==> src/rtl/sorted_loader.sv <==
// ---------------------------------------------------------------------------
// sorted_loader
//
// Insertion-sorted array loader. Values arrive one at a time on a
// valid/ready handshake and are placed into an internal array so that
// entries 0..count-1 are always in non-decreasing (unsigned) order whenever
// busy is low. A downstream consumer performs a fixed-depth binary search
// through rd_addr/rd_data; addresses at or beyond count read as all-ones
// so the search always sees a fully sorted array.
//
// Insertion is done by an in-place shift: starting at the tail, larger
// entries are moved up one slot per cycle until the insertion point is
// found, then the new value is written there.
//
// Ports
//   clk       in   single clock, rising-edge active
//   reset     in   asynchronous active-low reset
//   in_data   in   [WIDTH-1:0] value to insert
//   in_valid  in   insert request
//   in_ready  out  insert can be accepted this cycle
//   clear     in   synchronous empty request (wins over an accept)
//   rd_addr   in   [AW-1:0] read address
//   rd_data   out  [WIDTH-1:0] combinational read (all-ones past count)
//   count     out  [AW:0] number of valid entries, 0..DEPTH
//   full      out  count == DEPTH
//   busy      out  insertion in progress, array contents unstable
// ---------------------------------------------------------------------------
module sorted_loader #(
    parameter int DEPTH = 32,
    parameter int WIDTH = 8
) (
    input  logic                       clk,
    input  logic                       reset,
    input  logic [WIDTH-1:0]           in_data,
    input  logic                       in_valid,
    output logic                       in_ready,
    input  logic                       clear,
    input  logic [$clog2(DEPTH)-1:0]   rd_addr,
    output logic [WIDTH-1:0]           rd_data,
    output logic [$clog2(DEPTH):0]     count,
    output logic                       full,
    output logic                       busy
);

    localparam int AW = $clog2(DEPTH);
    localparam int CW = AW + 1;

    localparam logic [1:0] S_IDLE   = 2'd0;
    localparam logic [1:0] S_SHIFT  = 2'd1;
    localparam logic [1:0] S_INSERT = 2'd2;

    // Storage (intentionally not reset; reads past count are masked)
    logic [WIDTH-1:0] mem [DEPTH];

    logic [1:0]       state, state_nxt;
    logic [AW-1:0]    idx, idx_nxt;
    logic [WIDTH-1:0] val, val_nxt;
    logic [CW-1:0]    count_q, count_nxt;

    logic [AW-1:0]    prev_idx;
    logic             mem_we;
    logic [AW-1:0]    mem_waddr;
    logic [WIDTH-1:0] mem_wdata;

    // idx never exceeds DEPTH-1 while an insert is in flight, because an
    // insert is only accepted when count < DEPTH.
    assign prev_idx = idx - AW'(1);

    assign count    = count_q;
    assign full     = (count_q == CW'(DEPTH));
    assign busy     = (state != S_IDLE);
    assign in_ready = (state == S_IDLE) && !full;

    // Entries at or past count read as all-ones so a binary search over
    // the full DEPTH range still sees a sorted sequence.
    assign rd_data  = ({1'b0, rd_addr} < count_q) ? mem[rd_addr] : '1;

    always_comb begin
        state_nxt = state;
        idx_nxt   = idx;
        val_nxt   = val;
        count_nxt = count_q;
        mem_we    = 1'b0;
        mem_waddr = idx;
        mem_wdata = val;

        case (state)
            S_IDLE: begin
                if (in_valid && in_ready) begin
                    val_nxt   = in_data;
                    idx_nxt   = count_q[AW-1:0];
                    state_nxt = S_SHIFT;
                end
            end

            S_SHIFT: begin
                // Strictly-greater test: equal entries stop the shift, so
                // duplicates land after existing equal values.
                if ((idx != '0) && (mem[prev_idx] > val)) begin
                    mem_we    = 1'b1;
                    mem_waddr = idx;
                    mem_wdata = mem[prev_idx];
                    idx_nxt   = prev_idx;
                end else begin
                    state_nxt = S_INSERT;
                end
            end

            S_INSERT: begin
                mem_we    = 1'b1;
                mem_waddr = idx;
                mem_wdata = val;
                count_nxt = count_q + CW'(1);
                state_nxt = S_IDLE;
            end

            default: begin
                state_nxt = S_IDLE;
            end
        endcase

        // Clear overrides everything, including a same-edge accept and any
        // in-flight shift/insert.
        if (clear) begin
            state_nxt = S_IDLE;
            count_nxt = '0;
            mem_we    = 1'b0;
        end
    end

    always_ff @(posedge clk or negedge reset) begin
        if (!reset) begin
            state   <= S_IDLE;
            idx     <= '0;
            val     <= '0;
            count_q <= '0;
        end else begin
            state   <= state_nxt;
            idx     <= idx_nxt;
            val     <= val_nxt;
            count_q <= count_nxt;
        end
    end

    // Writes only occur in SHIFT/INSERT, which reset forces back to IDLE,
    // so an aborted insert leaves no partial update visible through count.
    always_ff @(posedge clk) begin
        if (mem_we) begin
            mem[mem_waddr] <= mem_wdata;
        end
    end

endmodule
==> config.mk <==
export PLATFORM = sky130hd
export DESIGN_NAME = sorted_loader
export DESIGN_NICKNAME = d
export VERILOG_FILES = /design/src/rtl/sorted_loader.sv
export SDC_FILE = /design/constraint.sdc
export NUM_CORES = 1
export LEC_CHECK = 0
export BUFFER_PORTS_ARGS = -buffer_cell sky130_fd_sc_hd__buf_4
export CORE_MARGIN = 3
export CORE_UTILIZATION = 31
export DETAILED_ROUTE_END_ITERATION = 8
export PLACE_DENSITY = 0.47
export SLEW_MARGIN = 20
export SYNTH_ARGS = -nofsm -noshare
export SYNTH_HDL_FRONTEND = slang
export SYNTH_SLANG_ARGS = --single-unit
==> constraint.sdc <==
create_clock -name clk -period 16.5 [get_ports clk]
set_clock_uncertainty 0.2 [all_clocks]
set_input_delay 0.825 -clock clk [delete_from_list [all_inputs] [get_ports clk]]
set_output_delay 0.825 -clock clk [all_outputs]
set_load 0.05 [all_outputs]
==> metrics.txt <==
# TYPE chip_impl_metric gauge
chip_impl_metric{name="global_route_wire_length_before_repair",unit="um"} 58000
chip_impl_metric{name="placementRows",unit=""} 76
chip_impl_metric{name="final_nets",unit=""} 825
chip_impl_info{name="layout.cells.most_common",value="sky130_fd_sc_hd__edfxtp_1"} 1
chip_impl_metric{name="chipHeight",unit="um"} 217
chip_impl_metric{name="max_slew.worst_pin.slew",unit="ps"} 969
chip_impl_metric{name="core_area",unit="um2"} 43600
chip_impl_metric{name="portBuffers",unit=""} 33
chip_impl_metric{name="synth_edf_count",unit=""} 256
chip_impl_metric{name="globalRouteMet2Util",unit="%"} 25.4
chip_impl_info{name="crit_type",value="reg2reg"} 1
chip_impl_metric{name="grt_util_met3",unit="%"} 2.21
chip_impl_metric{name="place_congestion",unit=""} 0.793
chip_impl_info{name="synth_ff_type",value="sky130_fd_sc_hd__edfxtp_1"} 1
chip_impl_metric{name="number_of_gates_resized_after_cts",unit=""} 0
chip_impl_info{name="cts_tree",value="done"} 1
chip_impl_metric{name="crit_fanout",unit=""} 48
chip_impl_metric{name="die_w",unit="um"} 217
chip_impl_metric{name="gr-total-overflow",unit=""} 0
chip_impl_info{name="worst_hold_startpoint",value="in_data[7]"} 1
chip_impl_info{name="category_of_the_worst_setup_path_capture_point",value="flop"} 1
chip_impl_metric{name="ys_seq_area_share",unit="%"} 59.5
chip_impl_metric{name="area_delta_synth_final",unit="%"} 12.8
chip_impl_metric{name="via_count_of_the_first_global_routing_pass",unit=""} 7927
chip_impl_metric{name="post_cts_hold_buffer_count",unit=""} 1
chip_impl_metric{name="route.detailed.wl_per_inst",unit="um"} 28.0
chip_impl_metric{name="syn_area_per_cell",unit="um2"} 18.0
chip_impl_metric{name="fin_cells",unit=""} 1390
chip_impl_metric{name="cts_buffer_depth",unit=""} 3
chip_impl_metric{name="route.antenna.remaining_nets",unit=""} 0
chip_impl_metric{name="power.ir.vdd_worst",unit="V"} 0.000106
chip_impl_metric{name="synth_async_sr_flop_share",unit="%"} 7.58
chip_impl_metric{name="drive_above_1_share",unit="%"} 31.3
chip_impl_metric{name="synth_area",unit="um2"} 13800
chip_impl_metric{name="min_path_cells",unit=""} 2
chip_impl_metric{name="post-dp-hpwl",unit="um"} 25900
chip_impl_metric{name="number_of_placed_instances_taps_included",unit=""} 1337
chip_impl_metric{name="numCtsBuffers",unit=""} 30
chip_impl_metric{name="final_core_area_utilization",unit="%"} 35.8
chip_impl_metric{name="antenna_found_initial",unit=""} 0
chip_impl_info{name="grt_setup_unrepaired",value="no"} 1
chip_impl_metric{name="required_time_at_the_worst_slack_endpoint",unit="ps"} 16540
chip_impl_metric{name="htree_num_levels",unit=""} 1
chip_impl_metric{name="grtUsageMet1",unit="%"} 25.1
chip_impl_metric{name="yosysWarnings",unit=""} 0
chip_impl_metric{name="post-route-min-period",unit="ps"} 6130
chip_impl_info{name="clk_root_buffer_cell",value="sky130_fd_sc_hd__clkbuf_16"} 1
chip_impl_metric{name="worst_ep_arrival_time",unit="ps"} 6170
chip_impl_info{name="timing.hold.worst_endpoint",value="val[7]"} 1
chip_impl_metric{name="clk_latency",unit="ps"} 570
chip_impl_metric{name="route.vias.total",unit=""} 7575
chip_impl_metric{name="remaining_drc_errors",unit=""} 0
chip_impl_metric{name="post_drt_via_cell_ratio",unit=""} 5.45
chip_impl_metric{name="grtUsageTotal",unit="%"} 16.7
chip_impl_metric{name="slew_viol_final",unit=""} 0
chip_impl_info{name="grt-busiest-layer",value="met2"} 1
chip_impl_metric{name="critical_path.max_stage_delay",unit="ps"} 820
chip_impl_metric{name="r2r_setup_slack",unit="ps"} 10370
chip_impl_metric{name="die_outline_area",unit="um2"} 47100
chip_impl_metric{name="grt_max_degree",unit=""} 49
chip_impl_metric{name="clk_pin_slew_worst_paths",unit="ps"} 60
chip_impl_info{name="ordered_list_of_cells_on_the_worst_path",value="inv_1 > ha_4 > buf_4 > mux4_2 > mux2i_1 > a221oi_2 > ha_1 > nand3_1 > o311ai_0 > a21o_1 > mux2_2"} 1
chip_impl_info{name="final_cell_mix",value="sky130_fd_sc_hd__edfxtp_1, sky130_fd_sc_hd__mux4_2, sky130_fd_sc_hd__buf_4"} 1
chip_impl_info{name="crit_path_top_delay_cell",value="sky130_fd_sc_hd__dfrtp_4"} 1
chip_impl_metric{name="worstPathBufferInverterCount",unit=""} 2
chip_impl_info{name="setup.worst_path.start_class",value="flop"} 1
chip_impl_metric{name="drt_pre_antenna_iters",unit=""} 5
chip_impl_metric{name="drtIter0Drc",unit=""} 759
chip_impl_info{name="worst_hold_path_type",value="in2reg"} 1
chip_impl_metric{name="timing.max_slew.rel_slack",unit="%"} 34.9
chip_impl_metric{name="max_cap_violations",unit=""} 0
chip_impl_metric{name="final-hold-violation-count",unit=""} 0
chip_impl_metric{name="wirelength",unit="um"} 38900
chip_impl_metric{name="floorplan.initialDensity",unit="%"} 31.7
chip_impl_metric{name="max_fclk",unit="MHz"} 163
chip_impl_metric{name="clock-sinks",unit=""} 277
chip_impl_metric{name="antenna_cells",unit=""} 0
chip_impl_info{name="worst_path_dominant_cell_family",value="multiplexers"} 1
chip_impl_metric{name="cts_setup_buffers",unit=""} 0
chip_impl_metric{name="finalPower",unit="mW"} 2.94
chip_impl_metric{name="synthesis.instances",unit=""} 767
chip_impl_metric{name="ys_types",unit=""} 50
chip_impl_metric{name="total_leakage_power",unit="nW"} 5.16
chip_impl_info{name="reg2reg_from",value="idx[0]"} 1
chip_impl_metric{name="io-pin-count",unit=""} 34
chip_impl_info{name="outcome",value="complete, no violations"} 1
chip_impl_metric{name="min_period_over_period",unit="%"} 37.1
chip_impl_metric{name="setup_viol",unit=""} 0
chip_impl_metric{name="power.density_cell_area",unit="nW/um2"} 189
chip_impl_metric{name="synth.ff_latch_count",unit=""} 277
chip_impl_info{name="r2r-end",value="mem[9][6]"} 1
chip_impl_metric{name="syn_nets",unit=""} 807
chip_impl_metric{name="fin_setup_tns",unit="ps"} 0
chip_impl_metric{name="ff2ff_path_depth",unit=""} 11
==> synthesized netlist by cell type (8+ instances only) <==
| library cell | instances | area (um2) |
|---|---|---|
| sky130_fd_sc_hd__nand2_1 | 32 | 120 |
| sky130_fd_sc_hd__mux2_2 | 15 | 169 |
| sky130_fd_sc_hd__o21ai_0 | 9 | 45.0 |
| sky130_fd_sc_hd__edfxtp_1 | 256 | 7690 |
| sky130_fd_sc_hd__buf_2 | 21 | 105 |
| sky130_fd_sc_hd__a21oi_1 | 16 | 80.1 |
| sky130_fd_sc_hd__mux2i_1 | 34 | 340 |
| sky130_fd_sc_hd__ha_1 | 23 | 288 |
| sky130_fd_sc_hd__and3_1 | 32 | 200 |
| sky130_fd_sc_hd__nor2b_1 | 8 | 50.1 |
| sky130_fd_sc_hd__mux4_2 | 136 | 3060 |
| sky130_fd_sc_hd__inv_1 | 21 | 78.8 |
| sky130_fd_sc_hd__clkbuf_1 | 20 | 75.1 |
| sky130_fd_sc_hd__nor2_1 | 15 | 56.3 |
| sky130_fd_sc_hd__dfrtp_1 | 21 | 526 |
| sky130_fd_sc_hd__a211oi_1 | 18 | 135 |
==> final cells by class <==
type	instances	area, um2
clock buffers	34	787
well taps	585	732
multi-input cells	414	5240
fillers	4103	28000
repair buffers	41	310
inverters	21	78.8
clock inverters	18	214
flip-flops and latches	277	8220
==> cells by family after synthesis <==
family / Yosys count / synth area share (%)
AOI/OAI and AO/OA: 80 / 4.68
muxes: 185 / 25.9
adders and majority gates: 23 / 2.08
and+or+nand+nor: 118 / 4.50
xor gates and xnor gates: 8 / 0.562
DFF: 277 / 59.5
buffers and inverters: 76 / 2.83
==> power by group <==
| group | internal, mW | switching (mW) | total, mW |
|---|---|---|---|
| sequential | 0.977 | 0.0571 | 1.03 |
| combinational | 0.430 | 0.789 | 1.22 |
| clock | 0.416 | 0.274 | 0.691 |
==> worst max-delay path by stage <==
stage	start	endpoint	cells past startpoint
after floorplan	idx[0]	mem[0][0]	17
after global placement	idx[0]	mem[28][4]	13
after detailed placement	idx[0]	mem[26][4]	11
after CTS	idx[0]	mem[31][4]	11
after global routing	idx[0]	mem[9][6]	13
final	idx[0]	mem[9][6]	11
==> registers in the layout, indices dropped and copies added, names as in the netlist <==
name,flops
val,8
count,6
state,2
idx,5
mem,256
==> metal layers <==
layer,vias up,wire (um)
met4,0,1130
li1,3237,-
met3,59,2000
met5,-,0
met2,254,17500
met1,4025,18300
==> per-stage QoR <==
stage                     instance area, um2  setup slack [ps]  hold slack, ps
after floorplan                        13800             11110             296
after global placement                 14600             10400             380
after detailed placement               14600             10310             387
after CTS                              15600             10280             258
after global routing                   15600              9920             265
final                                  15600             10370             288
(Power assumes the default switching activity.)
